File: src/rtl/sii_ncu_xfer_mon_pkg.sv
// Shared state encoding, error-bit positions and header field layout for the
// SII->NCU inbound transfer monitor.
package sii_ncu_mon_pkg;

  typedef enum logic [1:0] {
    ST_IDLE     = 2'd0,
    ST_REQ_WAIT = 2'd1,
    ST_PAYLOAD  = 2'd2
  } mon_state_t;

  localparam int ERR_PAR         = 0;
  localparam int ERR_GNT_NO_REQ  = 1;
  localparam int ERR_GNT_OVERLAP = 2;
  localparam int ERR_TIMEOUT     = 3;

  localparam int HDR_TYPE_MSB = 15;
  localparam int HDR_TYPE_LSB = 13;
  localparam int HDR_CPU_MSB  = 12;
  localparam int HDR_CPU_LSB  = 9;
  localparam int HDR_ID_MSB   = 8;
  localparam int HDR_ID_LSB   = 0;

  // Rebuild the packet header from its type, cpu/thread and id fields of beat 0.
  function automatic logic [15:0] hdr_extract(input logic [15:0] beat0);
    return {beat0[HDR_TYPE_MSB:HDR_TYPE_LSB],
            beat0[HDR_CPU_MSB:HDR_CPU_LSB],
            beat0[HDR_ID_MSB:HDR_ID_LSB]};
  endfunction

endpackage

File: src/rtl/sii_ncu_xfer_mon_sat_counter.sv
// Saturating up-counter: adds 'inc' each cycle, sticks at all ones, and is
// cleared synchronously by 'clr'.
module sat_counter #(
  parameter int W     = 16,
  parameter int INC_W = 1
) (
  input  logic             clk,
  input  logic             clr,
  input  logic [INC_W-1:0] inc,
  output logic [W-1:0]     count
);

  logic [W-1:0] r_count;
  logic [W:0]   w_sum;

  assign w_sum = {1'b0, r_count} + (W+1)'(inc);

  // Accumulate, clamping to all ones instead of wrapping on carry-out.
  always_ff @(posedge clk) begin
    if (clr) begin
      r_count <= '0;
    end else if (w_sum[W]) begin
      r_count <= '1;
    end else begin
      r_count <= w_sum[W-1:0];
    end
  end

  assign count = r_count;

endmodule

File: src/rtl/sii_ncu_xfer_mon.sv
// Passive monitor for the SII->NCU request/grant/payload interface: follows each
// transfer, captures header and payload, checks lane parity and ordering, and
// keeps sticky error flags plus saturating statistics.
module sii_ncu_xfer_mon
  import sii_ncu_mon_pkg::*;
#(
  parameter int DATA_W  = 32,
  parameter int BEATS   = 4,
  parameter int PAR_W   = DATA_W / 16,
  parameter int TIMEOUT = 256,
  parameter int CNT_W   = 16
) (
  input  logic                    iol2clk,
  input  logic                    rst,
  input  logic                    enable,
  input  logic                    sii_ncu_req,
  input  logic                    ncu_sii_gnt,
  input  logic [DATA_W-1:0]       sii_ncu_data,
  input  logic [PAR_W-1:0]        sii_ncu_dparity,
  output logic                    pkt_vld,
  output logic [15:0]             pkt_hdr,
  output logic [BEATS*DATA_W-1:0] pkt_data,
  output logic [BEATS-1:0]        pkt_par_err,
  output logic [3:0]              err_flags,
  output logic [CNT_W-1:0]        req_cnt,
  output logic [CNT_W-1:0]        xfer_cnt,
  output logic [CNT_W-1:0]        err_cnt
);

  localparam int BI_W   = (BEATS > 1) ? $clog2(BEATS) : 1;
  localparam int WAIT_W = $clog2(TIMEOUT + 2);
  localparam logic [BI_W-1:0]   LAST_BEAT = BI_W'(BEATS - 1);
  localparam logic [WAIT_W-1:0] WAIT_LAST = (TIMEOUT > 0) ? WAIT_W'(TIMEOUT - 1) : '0;

  mon_state_t              r_state;
  mon_state_t              w_nextState;
  logic [BI_W-1:0]         r_beatIdx;
  logic [BI_W-1:0]         w_nextBeatIdx;
  logic [BEATS*DATA_W-1:0] r_capData;
  logic [BEATS*DATA_W-1:0] w_mergedData;
  logic [BEATS-1:0]        r_capBad;
  logic [BEATS-1:0]        w_mergedBad;
  logic [PAR_W-1:0]        w_laneXor;
  logic                    w_beatBad;

  logic                    r_pktVld;
  logic [15:0]             r_pktHdr;
  logic [BEATS*DATA_W-1:0] r_pktData;
  logic [BEATS-1:0]        r_pktParErr;
  logic [3:0]              r_errFlags;

  logic                    w_reqEv;
  logic                    w_xferEv;
  logic                    w_evParErr;
  logic                    w_evGntNoReq;
  logic                    w_evOverlap;
  logic                    w_evTimeout;
  logic [2:0]              w_errInc;
  logic [WAIT_W-1:0]       w_waitCnt;
  logic                    w_waitClr;
  logic                    w_waitInc;

  // Recompute each 16-bit lane's even parity and flag the beat if any lane disagrees.
  always_comb begin
    w_laneXor = '0;
    for (int i = 0; i < PAR_W; i++) begin
      w_laneXor[i] = ^sii_ncu_data[16*i +: 16];
    end
    w_beatBad = |(w_laneXor ^ sii_ncu_dparity);
  end

  // Current beat merged into the capture buffer, so the final beat can be
  // published in the same cycle it arrives.
  always_comb begin
    w_mergedData = r_capData;
    w_mergedBad  = r_capBad;
    w_mergedData[int'(r_beatIdx)*DATA_W +: DATA_W] = sii_ncu_data;
    w_mergedBad[r_beatIdx] = w_beatBad;
  end

  // Transfer state machine and the per-cycle events it raises; a low enable
  // forces IDLE and suppresses every event.
  always_comb begin
    w_nextState   = r_state;
    w_nextBeatIdx = r_beatIdx;
    w_reqEv       = 1'b0;
    w_xferEv      = 1'b0;
    w_evParErr    = 1'b0;
    w_evGntNoReq  = 1'b0;
    w_evOverlap   = 1'b0;
    w_evTimeout   = 1'b0;
    case (r_state)
      ST_IDLE: begin
        w_nextBeatIdx = '0;
        if (sii_ncu_req) begin
          w_reqEv     = 1'b1;
          w_nextState = ncu_sii_gnt ? ST_PAYLOAD : ST_REQ_WAIT;
        end else if (ncu_sii_gnt) begin
          w_evGntNoReq = 1'b1;
        end
      end
      ST_REQ_WAIT: begin
        w_nextBeatIdx = '0;
        if (ncu_sii_gnt) begin
          w_nextState = ST_PAYLOAD;
        end else if ((TIMEOUT != 0) && (w_waitCnt == WAIT_LAST)) begin
          w_evTimeout = 1'b1;
          w_nextState = ST_IDLE;
        end
      end
      ST_PAYLOAD: begin
        if (r_beatIdx == LAST_BEAT) begin
          w_xferEv      = 1'b1;
          w_evParErr    = |w_mergedBad;
          w_nextBeatIdx = '0;
          if (ncu_sii_gnt) begin
            w_reqEv     = 1'b1;
            w_nextState = ST_PAYLOAD;
          end else if (sii_ncu_req) begin
            w_reqEv     = 1'b1;
            w_nextState = ST_REQ_WAIT;
          end else begin
            w_nextState = ST_IDLE;
          end
        end else begin
          w_nextBeatIdx = r_beatIdx + 1'b1;
          w_evOverlap   = ncu_sii_gnt;
        end
      end
      default: begin
        w_nextState   = ST_IDLE;
        w_nextBeatIdx = '0;
      end
    endcase
    if (!enable) begin
      w_nextState   = ST_IDLE;
      w_nextBeatIdx = '0;
      w_reqEv       = 1'b0;
      w_xferEv      = 1'b0;
      w_evParErr    = 1'b0;
      w_evGntNoReq  = 1'b0;
      w_evOverlap   = 1'b0;
      w_evTimeout   = 1'b0;
    end
  end

  // State, capture buffer, registered packet outputs and sticky error flags.
  always_ff @(posedge iol2clk) begin
    if (rst) begin
      r_state     <= ST_IDLE;
      r_beatIdx   <= '0;
      r_capData   <= '0;
      r_capBad    <= '0;
      r_pktVld    <= 1'b0;
      r_pktHdr    <= '0;
      r_pktData   <= '0;
      r_pktParErr <= '0;
      r_errFlags  <= '0;
    end else begin
      r_state   <= w_nextState;
      r_beatIdx <= w_nextBeatIdx;
      if ((r_state == ST_PAYLOAD) && enable) begin
        r_capData <= w_mergedData;
        r_capBad  <= w_mergedBad;
      end
      r_pktVld <= w_xferEv;
      if (w_xferEv) begin
        r_pktHdr    <= hdr_extract(w_mergedData[15:0]);
        r_pktData   <= w_mergedData;
        r_pktParErr <= w_mergedBad;
      end
      r_errFlags[ERR_PAR]         <= r_errFlags[ERR_PAR]         | w_evParErr;
      r_errFlags[ERR_GNT_NO_REQ]  <= r_errFlags[ERR_GNT_NO_REQ]  | w_evGntNoReq;
      r_errFlags[ERR_GNT_OVERLAP] <= r_errFlags[ERR_GNT_OVERLAP] | w_evOverlap;
      r_errFlags[ERR_TIMEOUT]     <= r_errFlags[ERR_TIMEOUT]     | w_evTimeout;
    end
  end

  assign w_errInc  = 3'(w_evParErr) + 3'(w_evGntNoReq) + 3'(w_evOverlap) + 3'(w_evTimeout);
  assign w_waitClr = rst | (r_state != ST_REQ_WAIT) | ~enable;
  assign w_waitInc = (r_state == ST_REQ_WAIT);

  sat_counter #(.W(CNT_W), .INC_W(1)) u_reqCnt (
    .clk(iol2clk), .clr(rst), .inc(w_reqEv), .count(req_cnt)
  );

  sat_counter #(.W(CNT_W), .INC_W(1)) u_xferCnt (
    .clk(iol2clk), .clr(rst), .inc(w_xferEv), .count(xfer_cnt)
  );

  sat_counter #(.W(CNT_W), .INC_W(3)) u_errCnt (
    .clk(iol2clk), .clr(rst), .inc(w_errInc), .count(err_cnt)
  );

  sat_counter #(.W(WAIT_W), .INC_W(1)) u_waitCnt (
    .clk(iol2clk), .clr(w_waitClr), .inc(w_waitInc), .count(w_waitCnt)
  );

  assign pkt_vld     = r_pktVld;
  assign pkt_hdr     = r_pktHdr;
  assign pkt_data    = r_pktData;
  assign pkt_par_err = r_pktParErr;
  assign err_flags   = r_errFlags;

endmodule

File: config.mk
export PLATFORM = sky130hd
export DESIGN_NAME = sii_ncu_xfer_mon
export DESIGN_NICKNAME = d
export VERILOG_FILES = /design/src/rtl/sii_ncu_xfer_mon_pkg.sv /design/src/rtl/sii_ncu_xfer_mon_sat_counter.sv /design/src/rtl/sii_ncu_xfer_mon.sv
export SDC_FILE = /design/constraint.sdc
export NUM_CORES = 1
export LEC_CHECK = 0
export CELL_PAD_IN_SITES_DETAIL_PLACEMENT = 0
export CELL_PAD_IN_SITES_GLOBAL_PLACEMENT = 1
export CORE_MARGIN = 2
export CORE_UTILIZATION = 43
export CTS_CLUSTER_SIZE = 28
export DETAILED_ROUTE_END_ITERATION = 16
export MAX_ROUTING_LAYER = met4
export PLACE_DENSITY = 0.83
export SKIP_CTS_REPAIR_TIMING = 1
export SLEW_MARGIN = 30
export SYNTH_ARGS = -nofsm -noshare
export SYNTH_HDL_FRONTEND = slang
export SYNTH_HIERARCHICAL = 1
export SYNTH_SLANG_ARGS = --single-unit
File: constraint.sdc
create_clock -name iol2clk -period 6 [get_ports iol2clk]
set_input_delay 0.6 -clock iol2clk [delete_from_list [all_inputs] [get_ports iol2clk]]
set_output_delay 0.6 -clock iol2clk [all_outputs]
set_load 0.005 [all_outputs]
Word-level counts from Yosys, hierarchy flattened

Cells that the tools add are included.

Bitwise gates (word level): 9
Add/sub/neg operators: 9
Magnitude comparators: 2
Shift operators: 2
Multiplexer cells: 38
Eq/ne operators: 8
Reductions and logical operators: 10

Operator list:

| operator                                                                   | count |
|---|---|
| 128-bit bitwise mux                                                        | 1 |
| 32-bit by 33-bit variable shift with 128-bit output (first input constant) | 1 |
| 32-bit by 33-bit indexed part select with 128-bit output                   | 1 |
| 16-bit two-way mux                                                         | 3 |
| 16-bit by 1-bit adder with 17-bit output                                   | 2 |
| 7-bit negator with 33-bit output                                           | 1 |
| 16-bit parity                                                              | 2 |
| 1-bit two-way mux                                                          | 23 |
| 16-bit by 3-bit adder with 17-bit output                                   | 1 |
| 2-bit two-way mux                                                          | 6 |
| 9-bit by 1-bit adder with 10-bit output                                    | 1 |
| 9-bit by 8-bit equality test with 1-bit output (second input constant)     | 1 |
| 9-bit two-way mux                                                          | 1 |
| 4-bit OR reduction                                                         | 2 |
| 1-bit OR                                                                   | 6 |
| 2-bit one-hot mux with 3 select lines                                      | 1 |
| 4-bit bitwise mux                                                          | 1 |
| 2-bit equality test (second input constant)                                | 2 |
| 2-bit inequality test (second input constant)                              | 2 |
| 2-bit OR reduction                                                         | 2 |
| 2-bit by 1-bit adder with 3-bit output                                     | 1 |
| 3-bit by 1-bit adder with 3-bit output                                     | 1 |
| 2-bit by 3-bit < comparator with 1-bit output (second input constant)      | 1 |
| 3-bit inequality test (second input constant)                              | 1 |
| other kinds (12)                                                           | 14 |

Input port bits: 39
Word-level logic and storage cells: 91
Bits in registers: 346
Output and inout bits: 201

Logic depth before layout (Yosys ltp)

Gate-level depths: netlist (run 1).

Word-level depth: 14
Mapped depth: 16

Hierarchy

Netlist (run 1), hierarchy kept.

By module, submodules not included:

| module                      | cells an instance | area an instance (µm²) | times used |
|---|---|---|---|
| sii_ncu_xfer_mon            | 1211              | 10920.5                | 1 |
| sat_counter at u_reqCnt ... | 84                | 754.5                  | 2 |
| sat_counter at u_errCnt     | 86                | 789.5                  | 1 |
| sat_counter at u_waitCnt    | 45                | 435.4                  | 1 |

Worst setup path before layout (run 1)

Ideal clock, no wire load.

Path type: input port to flip-flop
From: input port sii_ncu_data[14]
To: register u_errCnt.r_count[13], in the netlist u_errCnt/count[13]
Setup slack: 1.898 ns
Stages: 16
Setup time: 0.126 ns
Buffers on the path: 2
Arrival: 3.976 ns
Required time: 5.874 ns
Path through: xor2_1 > xnor2_1 > xnor3_1 > xnor2_2 > nor2_4 > a21oi_1 > fa_1 > ha_1 > ha_1 > fa_1 > a21o_2 > nand4_1 > or2_1 > buf_6 > buf_6 > a31oi_1

Cells in the longest elaborated chain, start to end: 13

Ends and longest elaborated chain:

| item                                     | RTL line                           | source |
|---|---|---|
| from (decl)                              | sii_ncu_xfer_mon.sv:18             | `input logic [DATA_W-1:0] sii_ncu_data,` |
| 16-bit parity                            | sii_ncu_xfer_mon.sv:67             | `w_laneXor[i] = ^sii_ncu_data[16*i +: 16];` |
| 2-bit XOR                                | sii_ncu_xfer_mon.sv:69             | `w_beatBad = \|(w_laneXor ^ sii_ncu_dparity);` |
| 2-bit OR reduction                       | sii_ncu_xfer_mon.sv:69             |  |
| 4-bit bitwise mux                        | sii_ncu_xfer_mon.sv:78             | `w_mergedBad[r_beatIdx] = w_beatBad;` |
| 4-bit OR reduction                       | sii_ncu_xfer_mon.sv:114            | `w_evParErr = \|w_mergedBad;` |
| 1-bit two-way mux                        | sii_ncu_xfer_mon.sv:112            | `if (r_beatIdx == LAST_BEAT) begin` |
| 1-bit two-way mux                        | sii_ncu_xfer_mon.sv:92             | `case (r_state)` |
| 1-bit two-way mux                        | sii_ncu_xfer_mon.sv:135            | `if (!enable) begin` |
| 1-bit by 1-bit adder with 2-bit output   | sii_ncu_xfer_mon.sv:179            | `assign w_errInc = 3'(w_evParErr) + 3'(w_evGntNoReq) + 3'(w_evOverlap) + 3'(w_evTimeout);` |
| 2-bit by 1-bit adder with 3-bit output   | sii_ncu_xfer_mon.sv:179            |  |
| 3-bit by 1-bit adder with 3-bit output   | sii_ncu_xfer_mon.sv:179            |  |
| net w_errInc[1]                          | sii_ncu_xfer_mon.sv:58             | `logic [2:0] w_errInc;` |
| 16-bit by 3-bit adder with 17-bit output | sii_ncu_xfer_mon_sat_counter.sv:16 | `assign w_sum = {1'b0, r_count} + (W+1)'(inc);` |
| 16-bit two-way mux                       | sii_ncu_xfer_mon_sat_counter.sv:22 | `end else if (w_sum[W]) begin` |
| to (signal assigned)                     | sii_ncu_xfer_mon_sat_counter.sv:25 | `r_count <= w_sum[W-1:0];` |
| to (decl)                                | sii_ncu_xfer_mon_sat_counter.sv:13 | `logic [W-1:0] r_count;` |

The timed path passes the listed nets, and every way through them passes these cells.
A chain may end at the register's enable or synchronous reset.

Worst setup path after layout (run 1)

From: input port sii_ncu_data[15]
To: register u_errCnt.r_count[11], in the netlist u_errCnt/count[11]

The elaborated chain is that of the path after synthesis.

==> out/metrics.yaml, run 1 <==
total_leakage_power_uw: 0.00547
multiInputGateArea_um2: 6390
worst-endpoint-required_ps: 6350
critPathKind: "primary input to flop"
synth-seq-cells: 329
clock_latency_ps: 520
period_needed_ps: 4810
stdcell_area_um2: 17300
hold_path.class: "flop to flop"
clock_skew_ps: 14.4
dr.first_iter.drc_count: 936
gp_congestion: 0.833
dpl.cell_count: 2022
ys_seq_area_share_pct: 48.2
row_count: 65
ys_async_sr_fraction_pct: 0
ys_types: 55
port_buffers: 239
die_area_um2: 33200
tightest_slew_ps: 919
dr.pass1.iters: 6
syn_inst: 1510
drc: 0
drive_gt1_share_pct: 5.53
grt_max_degree: 263
relSlewSlack_pct: 38.7
viasPerCell: 5.60
power_uw: 4750
fillCellCount: 2833
start_kind: "primary input"
fmax_mhz: 208
wirelength_mm: 39.4
syn_area_um2: 13700
tns_ps: 0
yosys_most_used_dff: "dfxtp_1"
cts_tree: "built"
grt_pass1_wl_mm: 62.3
path_max_fanout: 15
cts_buffer_depth: 3
path_cells: "clkdlybuf4s50_1 -> xor2_1 -> xnor2_1 -> xnor3_1 -> xnor2_2 -> nor2_4 -> a21oi_1 -> fa_1 -> ha_1 -> ha_1 -> fa_1 -> a21o_2 -> nand4_1 -> or2_1 -> a31oi_1"
grt_overflow: 0
num_antenna_cells: 0
fin_nets: 1718
cp_num_buf_inv: 1
cp_top_family: "adder cells"
post_synth.cell_area_avg_um2: 9.04
setup_viol: 0
peakVddDrop_mv: 0.162
cts.sinks: 329
synth.net_count: 1568
io_pins: 240
wl_per_cell_um: 18.9
start_util_pct: 43.5
fp.dieW_um: 182
worst_setup_path_end_kind: "flop"
antenna_found_initial: 0
grtUsageTotal_pct: 24.0
drv_cap: 0
cts.htree.levels: 2
yosysWarnings: 6
synth-edff-count: 0
num_vias: 11700
power_density_nw_per_um2: 275
arrival_ps: 5160
ant_nets: 0
slowest_delay_ps: 610
numCtsBuffers: 37
rsz0062_at_grt: "false"
critPathSlowestCell: "clkdlybuf4s50_1"
place_area_um2: 16100
hold_viol: 0
period_share_pct: 80.2
die_y_um: 182
outcome: "completed"
fin_cells: 2084
grt_pass1_vias: 11000
clock-root-buffer: "clkbuf_16"
final-seq-area_um2: 6590
clk_pin_slew_ps: 60
slew_viol_final: 0
synthToLayoutAreaGrowth_pct: 26.7
core-area_um2: 31400
dp.final_hpwl_mm: 25.7
-- per-stage QoR --
stage / utilization [%] / worst slack (ps) / hold WS (ps)
4_1_cts: 55.0 / 1230 / 467
5_1_grt: 55.1 / 870 / 483
2_1_floorplan: - / 1900 / 460
3_3_place_gp: 51.2 / 748 / 459
6_report: 55.1 / 1190 / 474
3_5_place_dp: 51.3 / 702 / 471
-- layout make-up --
| cell class | count | share of cell area [%] |
|---|---|---|
| timing repair buffer | 253 | 14.8 |
| clock buffer | 50 | 5.99 |
| inverter | 20 | 0.477 |
| multi-input combinational | 1019 | 36.9 |
| clock inverter | 11 | 0.824 |
| sequential | 329 | 38.1 |
| tap | 402 | 2.91 |
-- kinds of logic (layout without fill, tap and decap cells) --
group | Yosys count | after routing | share of synthesized area, %
AO/OA/AOI/OAI | 480 | 480 | 24.3
XOR/XNOR | 58 | 58 | 4.03
adder cells (fa/ha/maj) | 19 | 19 | 1.85
buffers and inverters | 162 | 334 | 5.11
flip-flops | 329 | 329 | 48.2
multiplexers | 3 | 3 | 0.220
AND/OR/NAND/NOR | 459 | 459 | 16.3
-- final timing paths --
check                   start            endpoint  slack, ps  cells past startpoint
max          sii_ncu_data[15]  u_errCnt/count[11]       1190                     15
min              err_flags[1]        err_flags[1]        470                      2
max reg2reg      r_beatIdx[0]  u_errCnt/count[11]       1470                     13
min reg2reg      err_flags[1]        err_flags[1]        470                      2
-- cells in the final DEF (no fill, tap or decap), types with 8 or more instances in the layout --
cell type / n
a311oi_1: 9
dfxtp_1: 329
ha_1: 17
xor2_1: 12
clkbuf_16: 39
buf_4: 10
and3_1: 10
a31oi_1: 8
nand2_1: 24
clkbuf_1: 9
nor2_1: 275
a211oi_1: 261
nor3_1: 10
nand4_1: 11
clkdlybuf4s50_1: 238
inv_1: 16
xnor2_1: 42
nor2b_1: 67
a22oi_1: 64
nand3_1: 20
a21oi_1: 117
-- sequential cells by signal, summed over array words and instances, names as in the netlist, 3 cells and up --
| register | count |
|---|---|
| err_flags | 4 |
| pkt_data | 113 |
| pkt_hdr | 15 |
| pkt_par_err | 4 |
| r_capBad | 3 |
| r_capData | 128 |
| u_errCnt/count | 16 |
| u_reqCnt/count | 16 |
| u_waitCnt/count | 9 |
| u_xferCnt/count | 16 |
-- layer usage --
metal  vias up  global-route usage [%]  share of wire (%)
li1       5771                       -                  -
met1      5496                    34.1                 48
met2       351                    35.9                 44
met3        42                    4.61                6.5
met4         0                    4.71                1.6
met5         -                       -                  0
-- cells in the mapped netlist (11+ instances only) --
library cell    n  share of area [%]
xnor2_1        42                2.7
nor3_1         11               0.40
buf_2          12               0.44
a22oi_1        64                3.5
nand3_1        20               0.73
nand2_1        24               0.66
xor2_1         12               0.77
dfxtp_1       329                 48
buf_4          16               0.88
a211oi_1      261                 14
nor2b_1        67                3.1
inv_1          16               0.44
clkbuf_1      102                2.8
nand4_1        11               0.50
ha_1           17                1.6
a21oi_1       117                4.3
nor2_1        275                7.6
-- worst register-to-register path, cell delays in order (launching register included) --
cell and delay, ps:
dfxtp_1 460, inv_2 130, ha_1 290, inv_2 600, a222oi_1 230, a21oi_1 260
fa_1 440, ha_1 210, ha_1 320, fa_1 460, a21o_2 260, nand4_1 130
or2_1 450, a31oi_1 140
-- report_power, final --
part / internal [µW] / switching (µW)
Sequential: 2210 / 13.9
Combinational: 118 / 186
Clock: 1340 / 882
Total: 3670 / 1080
Power figures use the tool's default switching activity.
==> inputs of run 2 (changes only) <==
--- a/config.mk
+++ b/config.mk
@@ -8,11 +8,11 @@
 export CELL_PAD_IN_SITES_DETAIL_PLACEMENT = 0
 export CELL_PAD_IN_SITES_GLOBAL_PLACEMENT = 1
 export CORE_MARGIN = 2
-export CORE_UTILIZATION = 43
+export CORE_UTILIZATION = 40
 export CTS_CLUSTER_SIZE = 28
 export DETAILED_ROUTE_END_ITERATION = 16
 export MAX_ROUTING_LAYER = met4
-export PLACE_DENSITY = 0.83
+export PLACE_DENSITY = 0.78
 export SKIP_CTS_REPAIR_TIMING = 1
 export SLEW_MARGIN = 30
 export SYNTH_ARGS = -nofsm -noshare
==> constraint.sdc (replaced) <==
create_clock -name iol2clk -period 4.69 [get_ports iol2clk]
set_input_delay 0.469 -clock iol2clk [delete_from_list [all_inputs] [get_ports iol2clk]]
set_output_delay 0.469 -clock iol2clk [all_outputs]
set_load 0.005 [all_outputs]
==> run 2 against run 1 <==
  * First-iteration DRC count is 2.9% lower
  * Sequential cell count stayed put
  * Setup slack worse by 710 ps
  * Total power is 32% higher
  * Global-route usage is 1.5 points lower
  * Sequential power is 28% higher
  * Count of clock-buffer cells in the layout is 3 higher
  * Hold slack worse by 32 ps
  * Critical path depth is 1 higher
  * Clock skew is 8.0 ps higher
  * Wire length is 1.8% higher
  * Critical path type unchanged
  * Critical endpoint is now u_errCnt/count[0]
  * Largest cell class unchanged
  * Highest routed layer unchanged
==> out/metrics.yaml, run 2 (same netlist as run 1, synthesis figures left out) <==
outcome: "completed"
gp_congestion: 0.841  # +1.0%
r2r_slack_ps: 600  # -870 ps
fin_cells: 2181  # +4.7%
multiInputGateArea_um2: 6390  # unchanged
grt_pass1_vias: 10800  # -1.7%
registers.top_by_ff_count: "r_capData"
clk_pin_slew_ps: 60  # about the same
hold_viol: 0  # unchanged
cts.htree.levels: 2  # unchanged
dr.pass1.iters: 5  # -1
slowest_delay_ps: 540  # -70 ps
relSlewSlack_pct: 33.5  # -5.3 points
antenna_found_initial: 1  # +1
dp_slack_ps: -44.9  # -747 ps
dpl.cell_count: 2111  # +4.4%
synthToLayoutAreaGrowth_pct: 30.5
arrival_ps: 4560  # -600 ps
worst_setup_path_end_kind: "flop"
core-area_um2: 33600  # +7.1%
r2r_start: "r_beatIdx[0]"
r2r_cells: 14  # +1
clock_latency_ps: 520  # about the same
clock_skew_ps: 22.4  # +8.00 ps
drc: 0  # unchanged
total_leakage_power_uw: 0.00575  # +5.0%
fp.dieW_um: 189  # +3.6%
hold_ws_ps: 442  # -32.1 ps
path_max_fanout: 15  # unchanged
power_density_nw_per_um2: 353  # +28%
min_delay_path_depth: 2  # unchanged
num_vias: 11700  # +0.57%
cp_num_buf_inv: 2  # +1
fin_nets: 1763  # +2.6%
start_kind: "primary input"
grt_max_degree: 263  # unchanged
ant_nets: 0  # unchanged
fillCellCount: 3068  # +8.3%
period_needed_ps: 4210
r2r_end: "u_errCnt/count[0]"
drive_gt1_share_pct: 8.31  # +2.8 points
viasPerCell: 5.38  # -3.9%
tightest_slew_ps: 998  # +79.2 ps
clock-root-buffer: "clkbuf_16"
port_buffers: 239  # unchanged
wirelength_mm: 40.1  # +1.8%
peakVddDrop_mv: 0.224  # +39%
grt_pass1_wl_mm: 62.2  # -0.14%
grt_overflow: 0  # unchanged
fmax_mhz: 237
die_y_um: 189  # +3.6%
final_util_pct: 53.0  # -2.1 points
hold_end: "err_flags[3]"
cts_tree: "built"
cts.sinks: 329  # unchanged
slew_viol_final: 0  # unchanged
final_cell_mix: "dfxtp_1 (329), nor2_1 (275), a211oi_1 (261)"
start_util_pct: 40.6  # -2.9 points
critPathKind: "primary input to flop"
final_common_cell: "dfxtp_1"
critPathSlowestCell: "clkdlybuf4s50_1"
largest_register_ffs: 128  # unchanged
io_pins: 240  # unchanged
die_area_um2: 35600  # +7.3%
period_share_pct: 89.8
cp_top_family: "adder cells"
worst-endpoint-required_ps: 5040  # -1310 ps
drv_cap: 0  # unchanged
path_cells: "clkdlybuf4s50_1 -> xor2_1 -> xnor2_1 -> xnor3_1 -> xnor2_2 -> nor2_4 -> a21oi_1 -> fa_1 -> ha_1 -> ha_1 -> fa_1 -> a21o_2 -> nand4_1 -> or2_1 -> buf_12 -> a21oi_1"
numCtsBuffers: 38  # +2.7%
dp.final_hpwl_mm: 25.5  # -0.53%
cts_buffer_depth: 3  # unchanged
worst_slack_ps: 478  # -710 ps
wl_per_cell_um: 18.4  # -2.7%
dr.first_iter.drc_count: 909  # -2.9%
rsz0062_at_grt: "false"
hp-start: "rst"
hold_path.class: "primary input to flop"
setup_viol: 0  # unchanged
final-seq-area_um2: 6590  # unchanged
grtUsageTotal_pct: 22.5  # -1.5 points
row_count: 67  # +3.1%
-- run 2: changes by cell type in the layout (fill, tap and decap cells not counted), sizes merged --
| cell | previous run | this run |
|---|---|---|
| diode | 0 | 1 |
| clkinv | 5 | 8 |
| buf | 15 | 59 |
| bufinv | 3 | 4 |
| clkinvlp | 2 | 1 |
| clkbuf | 50 | 53 |
-- run 2: metrics by stage --
step,cell area [µm²],power (µW),setup TNS [ps]
final,17800,6280,0
after global routing,17800,6520,0
after CTS,17800,6360,0
after detailed placement,16500,3340,-483
after global placement,16500,3340,-130
after floorplan,13700,3150,0
-- run 2: layout make-up --
| class | instances | area share (%) |
|---|---|---|
| Clock buffer | 53 | 6.11 |
| Antenna cell | 1 | 0.0140 |
| Sequential cell | 329 | 37.0 |
| Timing Repair Buffer | 297 | 16.4 |
| Tap cell | 448 | 3.15 |
| Multi-Input combinational cell | 1019 | 35.9 |
| Clock inverter | 14 | 1.01 |
| Inverter | 20 | 0.464 |
-- run 2: routing by layer --
layer | GRT usage [%] | vias up | share of wire (%)
met5 | - | - | 0
met4 | 5.50 | 0 | 2.0
met3 | 6.00 | 48 | 7.9
met2 | 32.1 | 348 | 43
met1 | 31.5 | 5446 | 47
li1 | - | 5885 | -
-- run 2: worst max path at each step --
stage / startpoint / end / slack (ps) / depth (start not counted)
3_5_place_dp: sii_ncu_data[15] / u_errCnt/count[13] / -40 / 16
2_1_floorplan: sii_ncu_data[14] / u_errCnt/count[13] / 720 / 16
6_report: sii_ncu_data[15] / u_errCnt/count[0] / 480 / 16
3_3_place_gp: sii_ncu_data[15] / u_errCnt/count[13] / -20 / 16
5_1_grt: sii_ncu_data[9] / u_errCnt/count[14] / 250 / 16
4_1_cts: sii_ncu_data[15] / u_errCnt/count[0] / 470 / 16
-- run 2: report_power, final --
part / switching [µW] / total [µW] / internal [µW]
clock: 1160 / 3010 / 1840
sequential: 17.1 / 2850 / 2830
combinational: 254 / 433 / 179
==> inputs of run 3 (changes only) <==
--- a/config.mk
+++ b/config.mk
@@ -14,7 +14,6 @@
 export MAX_ROUTING_LAYER = met4
 export PLACE_DENSITY = 0.78
 export SKIP_CTS_REPAIR_TIMING = 1
-export SLEW_MARGIN = 30
 export SYNTH_ARGS = -nofsm -noshare
 export SYNTH_HDL_FRONTEND = slang
 export SYNTH_HIERARCHICAL = 1
==> run 3 against run 2 <==
  * Wire length fell by 0.12%
  * Register-to-register slack hardly changed
  * Non-clock buffer count shrank 2
  * Clock power is essentially flat
  * Global-route usage stayed put
  * Setup slack worse by 31 ps
  * Final area shrank 0.31%
  * Utilization down 0.16 points
  * Sequential power about the same
  * Critical path type unchanged
  * Critical endpoint unchanged
  * Largest power group unchanged
==> out/metrics.yaml, run 3 (same netlist as run 1, synthesis figures left out) <==
start_kind: "primary input"
grt_max_degree: 263  # unchanged
drv_cap: 0  # unchanged
period_needed_ps: 4240  # +31.0 ps
num_vias: 11700  # +0.19%
largest_register_ffs: 128  # unchanged
clk_pin_slew_ps: 60  # about the same
critPathKind: "primary input to flop"
fmax_mhz: 236  # -0.73%
slew_viol_final: 0  # unchanged
ant_nets: 0  # unchanged
fin_cells: 2179  # -0.092%
grtUsageTotal_pct: 22.5  # unchanged
relSlewSlack_pct: 4.65  # -29 points
cts_tree: "built"
final_common_cell: "dfxtp_1"
start_util_pct: 40.6  # unchanged
outcome: "completed"
gp_congestion: 0.841  # unchanged
peakVddDrop_mv: 0.224  # -0.34%
total_leakage_power_uw: 0.00572  # -0.40%
power_density_nw_per_um2: 354  # +0.39%
grt_pass1_vias: 10800  # unchanged
cp_num_buf_inv: 2  # unchanged
clock-root-buffer: "clkbuf_16"
slowest_delay_ps: 540  # about the same
grt_overflow: 0  # unchanged
period_share_pct: 90.5  # +0.66 points
path_max_fanout: 15  # unchanged
dp.final_hpwl_mm: 25.5  # unchanged
core-area_um2: 33600  # unchanged
clock_skew_ps: 21.4  # -1.00 ps
cts_buffer_depth: 3  # unchanged
dpl.cell_count: 2111  # unchanged
cp_top_family: "adder cells"
dr.pass1.iters: 7  # +2
hold_ws_ps: 415  # -27.5 ps
critPathSlowestCell: "clkdlybuf4s50_1"
hold_path.class: "primary input to flop"
drc: 0  # unchanged
cts.htree.levels: 2  # unchanged
wl_per_cell_um: 18.4  # about the same
tightest_slew_ps: 1430  # +432 ps
worst_setup_path_end_kind: "flop"
fp.dieW_um: 189  # unchanged
cts.sinks: 329  # unchanged
wirelength_mm: 40.1  # -0.12%
fin_nets: 1761  # -0.11%
final_cell_mix: "dfxtp_1 (329), nor2_1 (275), a211oi_1 (261)"
final_util_pct: 52.8  # -0.16 points
path_cells: "clkdlybuf4s50_1 -> xor2_1 -> xnor2_1 -> xnor3_1 -> xnor2_2 -> nor2_4 -> a21oi_1 -> fa_1 -> ha_1 -> ha_1 -> fa_1 -> a21o_2 -> nand4_1 -> or2_1 -> buf_12 -> a21oi_1"
synthToLayoutAreaGrowth_pct: 30.1
dr.first_iter.drc_count: 860  # -5.4%
io_pins: 240  # unchanged
clock_latency_ps: 520  # about the same
numCtsBuffers: 38  # unchanged
viasPerCell: 5.39  # +0.28%
worst-endpoint-required_ps: 5040  # about the same
rsz0062_at_grt: "false"
antenna_found_initial: 1  # unchanged
registers.top_by_ff_count: "r_capData"
drive_gt1_share_pct: 8.21  # -0.11 points
grt_pass1_wl_mm: 62.2  # unchanged
setup_viol: 0  # unchanged
port_buffers: 239  # unchanged
die_y_um: 189  # unchanged
arrival_ps: 4600  # +40 ps
row_count: 67  # unchanged
hold_viol: 0  # unchanged
die_area_um2: 35600  # unchanged
## run 3: cell count changes in the layout (fill, tap and decap cells not counted)
| cell | previous run | this run |
|---|---|---|
| buf_16 | 2 | 0 |
## run 3: area by class of cell
type / count / area, µm²
fillers: 3072 / 15900
flip-flops and latches: 329 / 6590
multi-input cells: 1019 / 6390
repair buffers: 295 / 2870
clock buffers: 53 / 1090
well taps: 448 / 561
clock inverters: 14 / 180
inverters: 20 / 82.6
diodes: 1 / 2.50
## run 3: final timing paths
kind                          from                 to  slack (ps)  depth (start not counted)
setup / recovery  sii_ncu_data[15]  u_errCnt/count[0]         450                         16
hold / removal                 rst       err_flags[3]         410                          2
setup reg to reg      r_beatIdx[0]  u_errCnt/count[0]         600                         14
hold reg to reg       err_flags[1]       err_flags[1]         480                          2
## run 3: routing by layer
layer | wire length (µm) | vias up | global-route usage (%)
met5 | 0 | - | -
met4 | 805 | 0 | 5.50
met3 | 2910 | 50 | 6.00
met2 | 17100 | 345 | 32.1
met1 | 19300 | 5465 | 31.5
li1 | - | 5889 | -
## run 3: where the power goes
part           switching [µW]  internal [µW]
sequential               17.1           2830
clock                    1170           1840
combinational             258            179
## run 3: stage by stage
stage	setup TNS, ps	power [µW]	setup WS, ps	area (µm²)
floorplan	0	3150	719	13700
global placement	-130	3340	-17.8	16500
detailed placement	-483	3340	-44.9	16500
CTS	0	6360	472	17800
global route	0	6520	253	17800
finish	0	6290	447	17800
